--- src/rtl/snake_renderer_pkg.sv ---
// Shared types and geometry constants for the snake renderer slice.
package snakePkg;

    typedef struct packed {
        logic [10:0] x;
        logic [9:0]  y;
    } pt2D;

    localparam int N_800 = 800;
    localparam int N_600 = 600;

    localparam int SNAKE_MAX_DEF = 32;
    localparam int SEG_W_DEF     = 18;
    localparam int SEG_H_DEF     = 18;
    localparam int APPLE_W_DEF   = 10;
    localparam int APPLE_H_DEF   = 10;

    typedef enum logic {
        IDLE   = 1'b0,
        ACTIVE = 1'b1
    } state_t;

endpackage

--- src/rtl/snake_renderer_rect_hit.sv ---
// Combinational inclusive-bounds rectangle test for one object origin.
module rect_hit
    import snakePkg::*;
#(
    parameter int W = SEG_W_DEF,
    parameter int H = SEG_H_DEF
) (
    input  logic [10:0] ppc,
    input  logic [9:0]  plc,
    input  pt2D         origin,
    output logic        hit
);

    localparam logic [11:0] W_LAST = 12'(W - 1);
    localparam logic [10:0] H_LAST = 11'(H - 1);

    logic [11:0] x_end;
    logic [10:0] y_end;
    logic        in_x;
    logic        in_y;
    logic        on_screen;

    // End coordinates are one bit wider so a rectangle near the top of the
    // coordinate range never wraps; parts past the visible area are clipped.
    always_comb begin
        x_end     = {1'b0, origin.x} + W_LAST;
        y_end     = {1'b0, origin.y} + H_LAST;
        in_x      = (ppc >= origin.x) && ({1'b0, ppc} <= x_end);
        in_y      = (plc >= origin.y) && ({1'b0, plc} <= y_end);
        on_screen = (ppc < 11'(N_800)) && (plc < 10'(N_600));
        hit       = in_x && in_y && on_screen;
    end

endmodule

--- src/rtl/snake_renderer.sv ---
// Per-pixel snake/apple renderer with frame-shadowed positions and per-frame collision flags.
module snake_renderer
    import snakePkg::*;
#(
    parameter int SNAKE_MAX = SNAKE_MAX_DEF,
    parameter int SEG_W     = SEG_W_DEF,
    parameter int SEG_H     = SEG_H_DEF,
    parameter int APPLE_W   = APPLE_W_DEF,
    parameter int APPLE_H   = APPLE_H_DEF
) (
    input  logic                           clk,
    input  logic                           rst,
    input  logic [10:0]                    ppc,
    input  logic [9:0]                     plc,
    input  logic                           pix_valid,
    input  logic                           frame_start,
    input  pt2D [SNAKE_MAX-1:0]            snake_pos,
    input  logic [$clog2(SNAKE_MAX+1)-1:0] snake_len,
    input  pt2D                            apple_pos,
    output logic [1:0]                     status,
    output logic                           head_px,
    output logic                           pix_valid_o,
    output logic                           self_col,
    output logic                           apple_eaten,
    output logic                           frame_done
);

    localparam int LEN_W = $clog2(SNAKE_MAX + 1);

    state_t                 state;
    pt2D [SNAKE_MAX-1:0]    sh_pos;
    pt2D                    sh_apple;
    logic [LEN_W-1:0]       sh_len;

    logic [SNAKE_MAX-1:0]   seg_hit;
    logic [SNAKE_MAX-1:0]   live;
    logic                   apple_hit;
    logic                   pix_ok;

    logic [SNAKE_MAX-1:0]   s1_seg;
    logic                   s1_apple;
    logic                   s1_valid;
    logic                   self_hit;
    logic                   eat_hit;

    logic                   pub_pending;
    logic                   self_acc;
    logic                   apple_acc;

    for (genvar i = 0; i < SNAKE_MAX; i++) begin : g_seg
        rect_hit #(.W(SEG_W), .H(SEG_H)) u_seg_hit (
            .ppc    (ppc),
            .plc    (plc),
            .origin (sh_pos[i]),
            .hit    (seg_hit[i])
        );
        assign live[i] = (i < int'(sh_len));
    end

    rect_hit #(.W(APPLE_W), .H(APPLE_H)) u_apple_hit (
        .ppc    (ppc),
        .plc    (plc),
        .origin (sh_apple),
        .hit    (apple_hit)
    );

    // The frame_start cycle itself carries no pixel, and nothing renders before the first frame.
    assign pix_ok   = pix_valid && !frame_start && (state == ACTIVE);
    assign self_hit = s1_seg[0] && (|(s1_seg & ~SNAKE_MAX'(1)));
    assign eat_hit  = s1_seg[0] && s1_apple;

    always_ff @(posedge clk or negedge rst) begin
        if (!rst) begin
            state    <= IDLE;
            sh_pos   <= '0;
            sh_apple <= '0;
            sh_len   <= '0;
        end else if (frame_start) begin
            state    <= ACTIVE;
            sh_pos   <= snake_pos;
            sh_apple <= apple_pos;
            sh_len   <= (snake_len > LEN_W'(SNAKE_MAX)) ? LEN_W'(SNAKE_MAX) : snake_len;
        end
    end

    always_ff @(posedge clk or negedge rst) begin
        if (!rst) begin
            s1_seg      <= '0;
            s1_apple    <= 1'b0;
            s1_valid    <= 1'b0;
            status      <= 2'b00;
            head_px     <= 1'b0;
            pix_valid_o <= 1'b0;
        end else begin
            s1_seg      <= pix_ok ? (seg_hit & live) : '0;
            s1_apple    <= pix_ok && apple_hit;
            s1_valid    <= pix_ok;
            status      <= {s1_apple, |s1_seg};
            head_px     <= s1_seg[0];
            pix_valid_o <= s1_valid;
        end
    end

    // Publishing one cycle after frame_start lets the last pre-frame pixel reach
    // the accumulators first; the clear lands on the same edge as the publish.
    always_ff @(posedge clk or negedge rst) begin
        if (!rst) begin
            pub_pending <= 1'b0;
            self_acc    <= 1'b0;
            apple_acc   <= 1'b0;
            self_col    <= 1'b0;
            apple_eaten <= 1'b0;
            frame_done  <= 1'b0;
        end else begin
            pub_pending <= frame_start && (state == ACTIVE);
            frame_done  <= pub_pending;
            self_acc    <= (self_acc  && !pub_pending) || self_hit;
            apple_acc   <= (apple_acc && !pub_pending) || eat_hit;
            if (pub_pending) begin
                self_col    <= self_acc;
                apple_eaten <= apple_acc;
            end
        end
    end

endmodule

--- config.mk ---
export PLATFORM = sky130hd
export DESIGN_NAME = snake_renderer
export DESIGN_NICKNAME = d
export VERILOG_FILES = /design/src/rtl/snake_renderer_pkg.sv /design/src/rtl/snake_renderer_rect_hit.sv /design/src/rtl/snake_renderer.sv
export SDC_FILE = /design/constraint.sdc
export NUM_CORES = 2
export LEC_CHECK = 0
export CORE_ASPECT_RATIO = 0.7
export CORE_MARGIN = 3
export CORE_UTILIZATION = 65
export DETAILED_ROUTE_END_ITERATION = 8
export DONT_BUFFER_PORTS = 1
export GPL_TIMING_DRIVEN = 1
export PLACE_DENSITY = 0.81
export SYNTH_ARGS = -nofsm -noshare
export SYNTH_HDL_FRONTEND = slang
export SYNTH_HIERARCHICAL = 1
export SYNTH_SLANG_ARGS = --single-unit
export TNS_END_PERCENT = 5
--- constraint.sdc ---
create_clock -name clk -period 5.3 [get_ports clk]
set_input_delay 0.795 -clock clk [delete_from_list [all_inputs] [get_ports clk]]
set_output_delay 0.795 -clock clk [all_outputs]
set_load 0.02 [all_outputs]
Word level (Yosys, flattened, before mapping)

Index checks and enable logic that the tools add are counted.

Register bits after elaboration: 744
Input port bits: 724
Output and inout port bits: 7

Add/subtract/negate cells: 66
Magnitude comparators: 167
Mux-type cells: 2
Bitwise logic cells: 1
Reduce and logical (&&, ||, !) cells: 147

Operators by type and width:

| kind                                                                    | number |
|---|---|
| 11-bit by 12-bit <= comparator with 1-bit output                        | 33 |
| 11-bit by 5-bit adder with 12-bit output (second input constant)        | 32 |
| 11-bit greater-or-equal comparator                                      | 33 |
| 10-bit by 11-bit <= comparator with 1-bit output                        | 33 |
| 10-bit by 5-bit adder with 11-bit output (second input constant)        | 32 |
| 10-bit greater-or-equal comparator                                      | 33 |
| 1-bit logical AND                                                       | 141 |
| 5-bit by 6-bit < comparator with 1-bit output (first input constant)    | 16 |
| 4-bit by 6-bit < comparator with 1-bit output (first input constant)    | 8 |
| 32-bit bitwise AND                                                      | 1 |
| 32-bit two-way mux                                                      | 1 |
| 32-bit OR reduction                                                     | 1 |
| 31-bit OR reduction                                                     | 1 |
| 3-bit by 6-bit < comparator with 1-bit output (first input constant)    | 4 |
| 11-bit by 4-bit adder with 12-bit output (second input constant)        | 1 |
| 1-bit by 6-bit < comparator with 1-bit output (first input constant)    | 2 |
| 2-bit by 6-bit < comparator with 1-bit output (first input constant)    | 2 |
| 10-bit by 4-bit adder with 11-bit output (second input constant)        | 1 |
| 11-bit by 10-bit < comparator with 1-bit output (second input constant) | 1 |
| 10-bit < comparator (second input constant)                             | 1 |
| 6-bit > comparator (second input constant)                              | 1 |
| 6-bit two-way mux                                                       | 1 |
| 1-bit zero test                                                         | 2 |
| 1-bit logical OR                                                        | 2 |

Depth between registers and ports, before layout

Word-level depth: 7
Mapped depth: 13
Gate-level depth less buffers: 13

Modules after synthesis

Netlist, hierarchy kept.

By module, submodules not included:

| module                             | times used | cells each | area an instance (um2) |
|---|---|---|---|
| rect_hit at g_seg[0].u_seg_hit ... | 30         | 171        | 1316.3 |
| snake_renderer                     | 1          | 1639       | 27567.7 |
| rect_hit at g_seg[14].u_seg_hit    | 1          | 171        | 1330.0 |
| rect_hit at g_seg[13].u_seg_hit    | 1          | 171        | 1302.5 |
| rect_hit at u_apple_hit            | 1          | 175        | 1298.7 |

Least setup slack after synthesis

Ideal clock, no wire load.

Path type: register to register
Start: register sh_pos[388] (netlist bit)
End: register s1_seg[18]
Setup time: 82 ps
Arrival time: 2715 ps
Setup slack: 2503 ps
Cell stages (with the launch flop): 14
Buffers on the path: 0
Period minus slack after synthesis: 2797 ps
Path through: dfrtp_1 -> ha_1 -> and3_1 -> o21ai_0 -> nor2_1 -> xnor2_1 -> ha_1 -> nand3_1 -> nor2_1 -> or4_1 -> o21ai_1 -> and4bb_1 -> nand2_1 -> a31oi_1

Longest elaborated chain between the ends: 7
Elaborated cells on any way between the ends: 8

RTL lines:

| what                                             | line                          | text |
|---|---|---|
| from (decl)                                      | snake_renderer.sv:31          | `pt2D [SNAKE_MAX-1:0] sh_pos;` |
| from (signal assigned)                           | snake_renderer.sv:80          | `sh_pos <= snake_pos;` |
| 11-bit by 5-bit adder with 12-bit output         | snake_renderer_rect_hit.sv:26 | `x_end = {1'b0, origin.x} + W_LAST;` |
| 11-bit by 12-bit <= comparator with 1-bit output | snake_renderer_rect_hit.sv:28 | `in_x = (ppc >= origin.x) && ({1'b0, ppc} <= x_end);` |
| 1-bit logical AND (*)                            | snake_renderer_rect_hit.sv:28 |  |
| 1-bit logical AND (*) (2 in series)              | snake_renderer_rect_hit.sv:31 | `hit = in_x && in_y && on_screen;` |
| net seg_hit[18]                                  | snake_renderer.sv:35          | `logic [SNAKE_MAX-1:0] seg_hit;` |
| 32-bit bitwise AND (*)                           | snake_renderer.sv:95          | `s1_seg <= pix_ok ? (seg_hit & live) : '0;` |
| 32-bit two-way mux (*)                           | snake_renderer.sv:95          |  |
| to (signal assigned)                             | snake_renderer.sv:95          |  |
| to (decl)                                        | snake_renderer.sv:40          | `logic [SNAKE_MAX-1:0] s1_seg;` |

The timed path passes the listed nets; every way through them passes the cells marked *.
A chain may end at the register's enable or synchronous reset.

Worst setup path in the final report

Start: register sh_pos[220] (netlist bit)
End: register s1_seg[10]

Same word-level chain as after synthesis.

==> metrics.txt <==
Worst Hold Class primary input to async pin; post-synthesis sequential area ratio a little over a quarter; Fillers just under 8,000; Core Region 107,400 sq um; part of the cycle the worst path needs 62.59%; Placement Setup Slack between 2000 and 2500 ps; Synth area leader dfrtp_1; P&R area growth vs syn 6.589%; initial antenna violation count between 150 and 200; DP Cell Count between 8,000 and 9,000; CTS tree done; Seq cells post-synth between 700 and 800; hpwl dp around 150,000 um; clock transition at the registers of the reported paths 70 ps; Cells after Synth roughly 7,300; drt first-iter violations around 5,400; Syn Area/Cell approximately 9.7 sq um; drt drc 0; CTS Buffer Depth 3; aggregate global-route resource usage around 37%; Synth area leaders dfrtp_1, ha_1, mux2_1; Hold Vio Cnt, Final ~170; sw power between 6000 and 7000 uW; vias per inst ~6.6; Detailed Route WL 217,700 um; Flop pwr share 35.6%; worst path required time 5910 ps; die area 113,300 sq um; input/output buffers 0; Pwr Total a little under 20,000 uW; worst-skew pair later-pin latency approximately 690 ps; # rows 100; placed inst area just over 70,000 sq um; Internal Power about 13,000 uW; min Tclk post-route about 3300 ps; chip height about 280 um; fin area about 76,000 sq um; Final nets approximately 9,500; Critical Path Start Type flip-flop; Peak Freq roughly 300 MHz; setup ws final roughly 2000 ps; Final Skew around 26 ps; critical path peak fanout 6; Ys Warns 6; # H-tree levels 3; maxcap violations 0; static leakage approximately 0.036 uW; First-pass DRT Iterations 5; Final Max Slew Viols just over 500; DR WL/cell 24.28 um; normalized max-slew margin -35.69%; reg2reg end s1_seg[10]; kind of critical path flip-flop to flip-flop; cell area after synthesis 70,990 sq um; Final Non-Filler Cells approximately 9,000; Antenna Violating Nets Remaining 0; post-synthesis cell type count 57; Post-synth ARST share 100.0%; CTS Buf Count 80; gpl congestion approximately 0.95; CP startpoint sh_pos[220]; Hold Slack -180.5 ps; vias in the first global route between 50,000 and 60,000; Crit. End Element flip-flop; die boundary width 401.0 um; Pwr Density between 200 and 300 nW/um^2; Worst-Margin Slew 2035 ps; CTS Sinks around 740; io pins 731; Synthesized Nets around 9,500; share of layout cells above drive strength 1 under 10%; # Post-CTS Setup Buffers 0; clk root buf clkbuf_16; worst r2r path cells 13; setup violators final 0; vias 58,939; Clk pwr share 32.3%; Initial Util roughly two thirds; CTS resizes 0; unrepaired setup endpoints after global routing false; commonest register cell after synthesis dfrtp_1; number of synthesized flops with an enable pin 0; Synth top area share a little over a quarter; Reg2Reg Setup Slack between 1500 and 2000 ps; reg-to-reg startpoint sh_pos[220]; worst setup path end s1_seg[10]; Switching Fraction 33.80%; Comb pwr share between 30% and 40%; setup_tns 0 ps; global-route wire length before repair 332,800 um; peak supply drop around 0.35 mV; status complete, but fails checks; gr ovfl total 0; largest net degree at the start of global routing around 750; failing checks hold timing, slew limit; Worst EP arrival between 3000 and 4000 ps
power groups by stage:
stage / logic [uW] / registers (uW) / clock network (uW)
6_report: 6290 / 6970 / 6340
5_1_grt: 7100 / 7040 / 6640
2_1_floorplan: 4970 / 6770 / 0
3_3_place_gp: 5670 / 6990 / 0
4_1_cts: 6170 / 6940 / 6380
3_5_place_dp: 6090 / 7030 / 0
worst min path at each step:
stage | end | slack [ps]
5_1_grt | sh_pos[285] | -220
2_1_floorplan | pix_valid_o | 330
3_5_place_dp | pix_valid_o | 340
4_1_cts | sh_pos[292] | -220
3_3_place_gp | pix_valid_o | 340
6_report | sh_pos[292] | -180
metal layers:
| metal | routed length [um] | track usage, % |
|---|---|---|
| met1 | 87340 | 45.59 |
| met2 | 97500 | 58.44 |
| met3 | 20860 | 10.66 |
| met4 | 11720 | 22.23 |
| met5 | 298 | 0 |
cells by family after synthesis:
family	after synthesis	synth area share (%)
AO/OA/AOI/OAI	1456	14.05
adder cells (fa/ha/maj)	1452	25.59
AND/OR/NAND/NOR	1427	10.88
buffers and inverters	951	5.309
flip-flops	744	26.23
multiplexers	695	11.02
XOR/XNOR	561	6.922
cell type report:
cell class              instances  area, sq um  area share (%)
multi-input cells            5591        48600           64.23
clock buffers                 106         2316           3.061
diodes                        181        452.9          0.5986
flip-flops and latches        744        18620           24.61
inverters                     866         3251           4.296
repair buffers                  8        60.06         0.07937
well taps                    1428         1787           2.361
clock inverters                41        579.3          0.7656
metrics by stage:
step | utilization (%) | hold WS [ps]
final | 70.48 | -180.5
after global routing | 70.36 | -216.5
after CTS | 70.06 | -216.1
after detailed placement | 67.36 | 341.0
after global placement | 67.36 | 336.4
after floorplan | - | 331.2
registers in the layout (all words and copies together), names as in the netlist, 2 cells and up:
| register | count |
|---|---|
| sh_pos | 672 |
| s1_seg | 32 |
| status | 2 |
| sh_len | 6 |
| sh_apple | 21 |
synth_stat cells (all sizes together) (135+ instances only):
cell / number
ha: 1452
inv: 866
dfrtp: 744
mux2: 695
xnor2: 561
a21oi: 381
o21ai: 274
nor2: 271
nand2: 264
a211oi: 195
nand3: 172
nand4: 171
a21o: 165
nor3: 135
worst max-delay path, stage by stage (launching register included):
cell      delay (ps)
dfrtp_1          440
ha_1             250
and3_1           210
o21ai_0          360
nor2_1           120
xnor2_1          140
ha_1             300
nand3_1          140
nor2_1            70
or4_1            510
o21ai_1          300
and4bb_1         240
nand2_1           60
a21oi_1          130
cells in the final DEF, fill, tap and decap left out, drive strengths merged, types with 33 or more instances in the layout:
| cell type | count |
|---|---|
| a211o | 65 |
| a211oi | 195 |
| a21boi | 34 |
| a21o | 165 |
| a21oi | 381 |
| a31oi | 35 |
| a41oi | 64 |
| and3 | 74 |
| clkbuf | 106 |
| dfrtp | 744 |
| diode | 181 |
| ha | 1452 |
| inv | 870 |
| mux2 | 695 |
| nand2 | 264 |
| nand3 | 172 |
| nand3b | 33 |
| nand4 | 171 |
| nor2 | 271 |
| nor2b | 96 |
| nor3 | 135 |
| nor4 | 70 |
| o2111ai | 96 |
| o211ai | 33 |
| o21ai | 274 |
| o311a | 36 |
| or3 | 34 |
| or4 | 33 |
| xnor2 | 561 |
Note: power is estimated with default switching activity, not from simulation.
